--- config.mk ---
export PLATFORM = sky130hd
export DESIGN_NAME = ff_write_arbiter
export DESIGN_NICKNAME = d
export VERILOG_FILES = /design/src/rtl/ff_write_arbiter.sv
export SDC_FILE = /design/constraint.sdc
export NUM_CORES = 1
export LEC_CHECK = 0
export BUFFER_PORTS_ARGS = -buffer_cell sky130_fd_sc_hd__buf_2
export CORE_UTILIZATION = 40
export DETAILED_ROUTE_END_ITERATION = 10
export PLACE_DENSITY = 0.7
export SETUP_SLACK_MARGIN = 0.15
export SYNTH_ARGS = -nofsm -noshare
export SYNTH_HDL_FRONTEND = slang
export SYNTH_SLANG_ARGS = --single-unit
--- constraint.sdc ---
create_clock -name clk -period 2.6 [get_ports clk]
set_input_delay 0.26 -clock clk [delete_from_list [all_inputs] [get_ports clk]]
set_output_delay 0.26 -clock clk [all_outputs]
set_load 0.01 [all_outputs]
--- src/rtl/ff_write_arbiter.sv ---
// Round-robin write arbiter for a single shared enable-flop register, with
// bounded lock bursts that let one requester keep priority for a few grants.
module ff_write_arbiter #(
  parameter int unsigned PARAM_WIDTH = 8,
  parameter int unsigned NUM_REQ     = 4,
  parameter int unsigned MAX_LOCK    = 4
) (
  input  logic                           clk,
  input  logic                           rst,
  input  logic                           enable,
  input  logic [NUM_REQ-1:0]             req_valid,
  input  logic [NUM_REQ-1:0]             req_lock,
  input  logic [NUM_REQ*PARAM_WIDTH-1:0] req_data,
  output logic [NUM_REQ-1:0]             req_ready,
  output logic [PARAM_WIDTH-1:0]         q,
  output logic [$clog2(NUM_REQ)-1:0]     q_owner,
  output logic                           q_update,
  output logic                           lock_active
);

  localparam int unsigned IdxW = $clog2(NUM_REQ);
  localparam int unsigned CntW = 8;
  localparam logic [CntW-1:0] MaxLockC = CntW'(MAX_LOCK);
  localparam logic [IdxW-1:0] LastIdx  = IdxW'(NUM_REQ - 1);

  logic [IdxW-1:0]        ptr_q;
  logic [CntW-1:0]        lcnt_q;
  logic [IdxW-1:0]        cand;
  logic [IdxW-1:0]        win;
  logic [IdxW-1:0]        win_next;
  logic                   found;
  logic                   hs;
  logic                   burst_cont;
  logic [PARAM_WIDTH-1:0] win_data;

  // Scan from the priority pointer, wrapping modulo NUM_REQ.
  always_comb begin
    found = 1'b0;
    win   = '0;
    cand  = '0;
    for (int unsigned k = 0; k < NUM_REQ; k++) begin
      cand = IdxW'((32'(ptr_q) + k) % NUM_REQ);
      if (!found && req_valid[cand]) begin
        found = 1'b1;
        win   = cand;
      end
    end
  end

  always_comb begin
    req_ready = '0;
    if (!rst && enable && found) begin
      req_ready[win] = 1'b1;
    end
  end

  always_comb begin
    win_data = '0;
    for (int unsigned i = 0; i < NUM_REQ; i++) begin
      if (win == IdxW'(i)) begin
        win_data = req_data[i*PARAM_WIDTH +: PARAM_WIDTH];
      end
    end
  end

  assign hs         = |(req_valid & req_ready);
  assign win_next   = (win == LastIdx) ? '0 : win + IdxW'(1);
  // A burst continues only when the same owner wins again while locked.
  assign burst_cont = lock_active && (win == q_owner);

  always_ff @(posedge clk) begin
    if (rst) begin
      q           <= '0;
      q_owner     <= '0;
      q_update    <= 1'b0;
      lock_active <= 1'b0;
      ptr_q       <= '0;
      lcnt_q      <= '0;
    end else begin
      q_update <= hs;
      if (hs) begin
        q       <= win_data;
        q_owner <= win;
        if (req_lock[win] && !burst_cont) begin
          ptr_q       <= win;
          lcnt_q      <= CntW'(1);
          lock_active <= 1'b1;
        end else if (req_lock[win] && (lcnt_q < MaxLockC)) begin
          ptr_q       <= win;
          lcnt_q      <= lcnt_q + CntW'(1);
          lock_active <= 1'b1;
        end else begin
          ptr_q       <= win_next;
          lcnt_q      <= '0;
          lock_active <= 1'b0;
        end
      end
    end
  end

endmodule

# Yosys cells after proc, flatten, opt, wreduce, memory -nomap -nowiden
# Index checks and enable logic that the tools add are counted.
# word_totals
reg_bits	22
latchBits	0
mem_bits_rw	0
mem_bits_ro	0
inputBits	43
output_inout_bits	16
elab_cells	71
n_memories	0
# op_classes
addsub	5
n_mul	0
n_div	0
order_cmp	7
n_eq_ne	4
n_shift	0
muxes	32
bitwise_logic	1
n_reduce_logical	16
# ops
operator	count
$mux 8	6
$lt 2x3->1 const B	5
$mux 2	7
$mux 1	12
$bmux 1 s2	5
$logic_and 1x1->1	9
$add 8x1->8 const B	1
$lt 8x3->1 const B	1
$logic_not 1->1	5
$add 2x1->2 const B	2
$add 2x2->2 const B	2
$and 4x4->4	1
$eq 2x2->1 const B	2
$mux 4	1
$reduce_or 4->1	1
$demux 1 s2	1
$eq 2x1->1 const B	1
$eq 2x2->1	1
$ge 2x1->1 const B	1
$logic_not 2->1	1

# Longest topological paths before layout
# Gate-level depths: netlist of the first run.
# depth
word_depth	19
ltp_mapped	14

# Worst setup path after synthesis of the first run
# No wires, ideal clock.
# synth_timing
path_kind	reg2reg
from	reg ptr_q[1]
to	reg ptr_q[1]
setup_time_ns	0.079
arrival_ns	2.290
t_required_ns	2.521
setup_slack_ns	0.231
path_stages_with_launch	15
n_path_buf	2
cell_sequence	dfxtp_1 -> mux2i_1 -> nor2_2 -> nor3_4 -> inv_1 -> ha_1 -> clkbuf_1 -> a22oi_1 -> nand2_1 -> nand2_1 -> inv_1 -> buf_2 -> nor2_1 -> nand2_1 -> o211ai_1
# synth_via
elab_chain_len	19
word_cells_on_any_way	46
# synth_lines
element	line	source
start, declared	26	logic [IdxW-1:0] ptr_q;
start signal, assigned	85	ptr_q <= win;
start signal, assigned	89	ptr_q <= win;
start signal, assigned	93	ptr_q <= win_next;
branches (longest 11 deep; another with $add 2x1->2)	n/a	
$mux 2 *	43	if (!found && req_valid[cand]) begin
via win[0]	29	logic [IdxW-1:0] win;
$lt 2x3->1 (not written as such) or $ge 2x1->1 (tied branches)	53	req_ready[win] = 1'b1;
$logic_and 1x1->1 (not written as such)	53	
$mux 1 (not written as such)	53	
$demux 1 s2	53	
$mux 4	52	if (!rst && enable && found) begin
$and 4x4->4	66	assign hs = |(req_valid & req_ready);
$reduce_or 4->1	66	
# Mark *: on every way through the listed nets, which the timed path passes. The select of a mux whose other input is x is not followed.
# A chain may end at the register's enable or synchronous reset.

# Worst setup path in the final report of the first run
# layout_timing
from	reg ptr_q[1]
to	out req_ready[3]
# layout_via
elab_chain_len	17
word_cells_on_any_way	32
# layout_lines
element	line	source
branches (longest 11 deep; another with $add 2x1->2)	n/a	
$mux 2 *	43	
via win[0]	29	
$lt 2x3->1 (not written as such) or $ge 2x1->1 (tied branches)	53	
$logic_and 1x1->1 (not written as such)	53	
$mux 1 (not written as such)	53	
$demux 1 s2 *	53	
$mux 4 *	52	
end, declared	14	output logic [NUM_REQ-1:0] req_ready,
# Marks and branches as above.

==> flow_metrics.tcl, run 1 <==
set metrics [dict create \
    status "finished, final reports clean" \
    numCtsBuffers 3 \
    ys_ff_latch 22 \
    fin_tns_setup_ns 0 \
    rsz0062_at_grt "false" \
    power_density_nw_per_um2 547 \
    setup_viol 0 \
    drt-pass1-iter-count 4 \
    h-tree-depth 1 \
    ys_top_cells_by_area "dfxtp_1 (32%), a21oi_1 (6.5%), nor2_1 (5.2%)" \
    hold_ws_ns 0.225 \
    clock_latency_ns 0.31 \
    maxCapViolations 0 \
    fillers 333 \
    dpl_worst_slack_ns 0.155 \
    cts_setup_buffers 0 \
    cts.sinks 22 \
    total_power_w 0.000991 \
    grt_max_degree 21 \
    async_flop_share_pct 0 \
    crit_cells 8 \
    end_kind "primary output" \
    cp_slowest_stage_delay_ns 0.40 \
    drc 0 \
    die_h_um 60.8 \
    grt_pass1_vias 1293 \
    vias 1385 \
    final_cell_mix "buf_2 (58), dfxtp_1 (20), nor2_1 (18), a21oi_1 (18), nand2_1 (14)" \
    critical_path_required_ns 2.34 \
    synth_edf_count 0 \
    startpoint_type "flop" \
    slew_violations 0 \
    finClkSkew_ns 0.00177 \
    cpMaxStageDelayCell "dfxtp_4" \
    synth_ff_type "dfxtp_1" \
    finalHoldViolCount 0 \
    num_rows 20 \
    crit_chain "mux2i_1 > nor2_2 > nor3_4 > buf_4 > ha_1 > buf_4 > and2_1 > buf_2" \
    syn_area_um2 1380 \
    postSynthCellCount 171 \
    path_buf_inv 3 \
    crit_path_max_fanout 16 \
    synth_top_area_share_pct 31.9 \
    tritoncts "done" \
    core_um2 3150 \
    start_util_pct 43.8 \
    dieArea_um2 3690 \
    period_share_pct 88.5 \
    path_delay_family "buffers and inverters" \
    dp_hpwl_um 2710 \
    dieWidth_um 60.8 \
    antenna_found_initial 0 \
    rr_worst_depth 10 \
    min_path_cells 3 \
    period_minus_slack_ns 2.30 \
    clkSlewWorstSetupHoldPaths_ns 0.12 \
    drtIter0Drc 45 \
    fmax_mhz 434 \
    io_pins 59 \
    port_buffers 58 \
    ir_drop_mv 0.319 \
    grt_pass1_wl_um 5560 \
    track_usage_pct 20.1 \
    fin_nets 278 \
    drt.antenna.violating_nets 0 \
    cts_root_buf "clkbuf_4" \
    crit_top_cell "buf_4" \
    worst-setup-path-type "flop to primary output" \
    place_congestion 0.851 \
    layout_commonest_cell "buf_2" \
    viasPerCell 5.07 \
    synth_cell_types 45 \
    leakagePower_nw 0.830 \
    diodes 0 \
    syn_avg_cell_area_um2 8.08 \
    setup_ws_ns 0.298 \
    syn_nets 219 \
    gr-total-overflow 0 \
    syn2layout_area_growth_pct 31.1 \
    post_drt_wl_per_cell_um 12.5 \
    yosys.area.top_type "dfxtp_1" \
    hold_class "input pin to flop" \
    seq_area_frac_synth_pct 31.9 \
    drive_gt1_share_pct 38.4 \
    tightest_slew_ns 0.314 \
    totalWireLength_um 3430 \
    max-slew-margin-rel_pct 78.9 \
    synth_warnings 0 \
    cp.arrival_ns 2.04 \
    clk_path_buf_depth 2 \
]
==> cell type report <==
cell class | count | area, µm² | share of cell area (%)
Sequential cell | 22 | 445 | 24.6
Tap cell | 44 | 55.1 | 3.04
Multi-Input combinational cell | 134 | 900 | 49.7
Timing Repair Buffer | 65 | 343 | 18.9
Clock buffer | 3 | 22.5 | 1.24
Inverter | 4 | 15.0 | 0.829
Clock inverter | 1 | 30.0 | 1.66
==> worst register-to-register path: cells and delay by family (launching register included) <==
kind | cells | cell delay, ns
flops | 1 | 0.40
fa+ha+maj | 1 | 0.20
buf+inv | 1 | 0.08
compound gates | 3 | 0.58
simple gates | 5 | 0.93
==> path summary, 6_finish.rpt <==
| path | to | start | slack (ns) |
|---|---|---|---|
| setup / recovery | req_ready[3] | ptr_q[1] | 0.30 |
| hold / removal | q[4] | req_data[28] | 0.22 |
| setup reg to reg | lcnt_q[2] | ptr_q[1] | 0.36 |
| hold reg to reg | lcnt_q[7] | lcnt_q[7] | 0.48 |
==> per-layer routing <==
| metal | part of all wire (%) | global-route usage, % |
|---|---|---|
| met2 | 45 | 33.8 |
| met4 | 0 | 1.95 |
| met5 | 0 | 0 |
| met1 | 49 | 26.8 |
| met3 | 5.5 | 5.33 |
==> sequential cells by signal, summed over array words and instances (netlist names) <==
name         cells
ptr_q            2
q_owner          2
lcnt_q           8
q_update         1
lock_active      1
q                8
==> what timing repair did <==
| action | in CTS | in global routing |
|---|---|---|
| endpoints found under the setup margin | 2 | 24 |
| pin swaps | 0 | 1 |
| hold buffers | 0 | 0 |
| gates resized for setup | 0 | 10 |
==> cells in the mapped netlist (all sizes together), types with 2 or more instances <==
cell / n
clkbuf: 9
o21ai: 12
mux2i: 2
o211ai: 2
a21oi: 19
nor3b: 2
nand3b: 10
ha: 5
buf: 2
nor2b: 3
a22oi: 9
nor4: 2
nor2: 21
and2: 10
nand2: 15
dfxtp: 22
inv: 4
o31ai: 2
==> power by group <==
| part | total, W | switching [W] | internal (W) |
|---|---|---|---|
| Combinational | 0.000355 | 0.000194 | 0.000162 |
| Sequential | 0.000376 | 0.0000158 | 0.000360 |
| Clock | 0.000260 | 0.000104 | 0.000156 |
==> cells by family (layout without fill, tap and decap cells) <==
kind of cell	after synthesis	in the layout	share of synthesized area, %
AND/OR/NAND/NOR	73	73	30.2
AO/OA/AOI/OAI	52	52	25.5
flip-flops	22	22	31.9
buffers and inverters	15	73	4.71
adder cells (fa/ha/maj)	5	5	4.53
multiplexers	3	3	2.54
XOR/XNOR	1	1	0.634
==> metrics by stage <==
stage | area (µm²) | utilization, % | std cells
after global placement | 1730 | 54.8 | 269
final | 1810 | 57.4 | 273
after global routing | 1810 | 57.4 | 273
after CTS | 1780 | 56.5 | 273
after detailed placement | 1730 | 54.8 | 269
after floorplan | 1380 | - | 171
Note: power is estimated with default switching activity, not from simulation.
==> inputs of run 2 (changes only) <==
Clock period 2.6 ns to 2.52 ns, I/O delays scaled along.
==> flow_metrics.tcl, run 2 (synthesized netlist as in run 1, its figures left out) <==
set metrics [dict create \
    tightest_slew_ns 0.347 \
    numCtsBuffers 3 \
    fin_nets 279 \
    io_pins 59 \
    comb_power_share_pct 36.5 \
    clockPowerShare_pct 25.8 \
    hold_ws_ns 0.201 \
    diodes 0 \
    h-tree-depth 1 \
    power_density_nw_per_um2 565 \
    status "finished, final reports clean" \
    fmax_mhz 438 \
    drtIter0Drc 65 \
    dp.cells 269 \
    gr-total-overflow 0 \
    slew_violations 0 \
    maxCapViolations 0 \
    track_usage_pct 20.2 \
    rsz0062_at_grt "false" \
    drc 0 \
    grt_pass1_vias 1311 \
    setup_viol 0 \
    place_congestion 0.788 \
    layout_commonest_cell "buf_2" \
    grt_pass1_wl_um 5600 \
    reg_top3 "lcnt_q x8, q x8" \
    end_kind "primary output" \
    grt_max_degree 21 \
    startpoint_type "flop" \
    multi_input_area_um2 905 \
    p_int_w 0.000704 \
    period_minus_slack_ns 2.28 \
    port_buffers 58 \
    cp.arrival_ns 2.03 \
    ir_drop_mv 0.279 \
    hold_class "input pin to flop" \
    finClkSkew_ns 0.0157 \
    fin_tns_setup_ns 0 \
    core_um2 3150 \
    leakagePower_nw 0.833 \
    tritoncts "done" \
    cts_root_buf "clkbuf_4" \
    worst-setup-path-type "flop to primary output" \
    postCtsHoldBufs 0 \
    finalHoldViolCount 0 \
    max-slew-margin-rel_pct 76.7 \
    vias 1416 \
    switching_share_pct 31.7 \
    clock_latency_ns 0.32 \
    start_util_pct 43.8 \
    num_rows 20 \
    drive_gt1_share_pct 39.1 \
    dp_hpwl_um 2650 \
    dieWidth_um 60.8 \
    seq_area_um2 445 \
    final_cell_mix "buf_2 (58), dfxtp_1 (20), nor2_1 (18), a21oi_1 (18), nand2_1 (14)" \
    post_drt_wl_per_cell_um 12.5 \
    drt.antenna.violating_nets 0 \
    clk_path_buf_depth 2 \
    drt-pass1-iter-count 4 \
    power_switching_w 0.000326 \
    seq_power_share_pct 37.7 \
    clkSlewWorstSetupHoldPaths_ns 0.12 \
    dieArea_um2 3690 \
    totalWireLength_um 3430 \
    die_h_um 60.8 \
    fillers 312 \
    antenna_found_initial 0 \
    final_cells 274 \
    cts.sinks 22 \
    syn2layout_area_growth_pct 32.0 \
    viasPerCell 5.17 \
    finish.utilization_pct 57.8 \
    period_share_pct 90.6 \
    critical_path_required_ns 2.27 \
    crit_path_max_fanout 16 \
]
==> run 2: changes by cell type in the layout (fill, tap and decap cells not counted), sizes merged <==
cell  delta
buf      +1
==> run 2: repair_timing <==
item / 4_1_cts / 5_1_grt
endpoints found under the setup margin: 10 / 24
setup buffers: 0 / 1
resized for setup: 3 / 9
==> run 2: worst paths after layout <==
check | start | end | slack, ns | cells past startpoint
setup reg to reg | ptr_q[1] | lcnt_q[2] | 0.30 | 10
hold reg to reg | lcnt_q[0] | lcnt_q[0] | 0.49 | 2
setup / recovery | ptr_q[1] | req_ready[3] | 0.24 | 8
hold / removal | req_data[24] | q[0] | 0.20 | 3
==> run 2: metrics by stage <==
| stage | setup slack [ns] | power [W] | cell area [µm²] |
|---|---|---|---|
| 3_3_place_gp | 0.143 | 0.000752 | 1730 |
| 5_1_grt | 0.158 | 0.00110 | 1820 |
| 2_1_floorplan | 0.151 | 0.000636 | 1380 |
| 3_5_place_dp | 0.0887 | 0.000755 | 1730 |
| 6_report | 0.238 | 0.00103 | 1820 |
| 4_1_cts | 0.152 | 0.00102 | 1790 |
==> run 2: power groups by stage <==
stage	sequential (W)	combinational (W)	clock, W
2_1_floorplan	0.000401	0.000235	0
4_1_cts	0.000388	0.000363	0.000271
5_1_grt	0.000391	0.000421	0.000283
6_report	0.000388	0.000376	0.000266
3_3_place_gp	0.000395	0.000357	0
3_5_place_dp	0.000395	0.000360	0
==> run 2: cell type report <==
class,instances,area share [%]
inverters,4,0.824
multi-input cells,134,49.6
repair buffers,66,19.2
clock inverters,1,1.65
well taps,44,3.02
clock buffers,3,1.24
flip-flops and latches,22,24.4
==> run 2: routing by layer <==
| layer | vias to the layer above | wire [µm] | global-route usage [%] |
|---|---|---|---|
| li1 | 732 | - | - |
| met4 | 0 | 12 | 1.95 |
| met1 | 644 | 1680 | 26.7 |
| met2 | 37 | 1550 | 34.4 |
| met5 | - | 0 | 0 |
| met3 | 3 | 182 | 5.33 |
==> run 2: critical path, stage by stage, from the launching register on <==
cell     delay [ns]
dfxtp_4        0.38
mux2i_1        0.22
nor2_2         0.10
nor3_4         0.20
buf_4          0.18
ha_1           0.17
buf_4          0.20
and2_1         0.14
buf_2          0.12
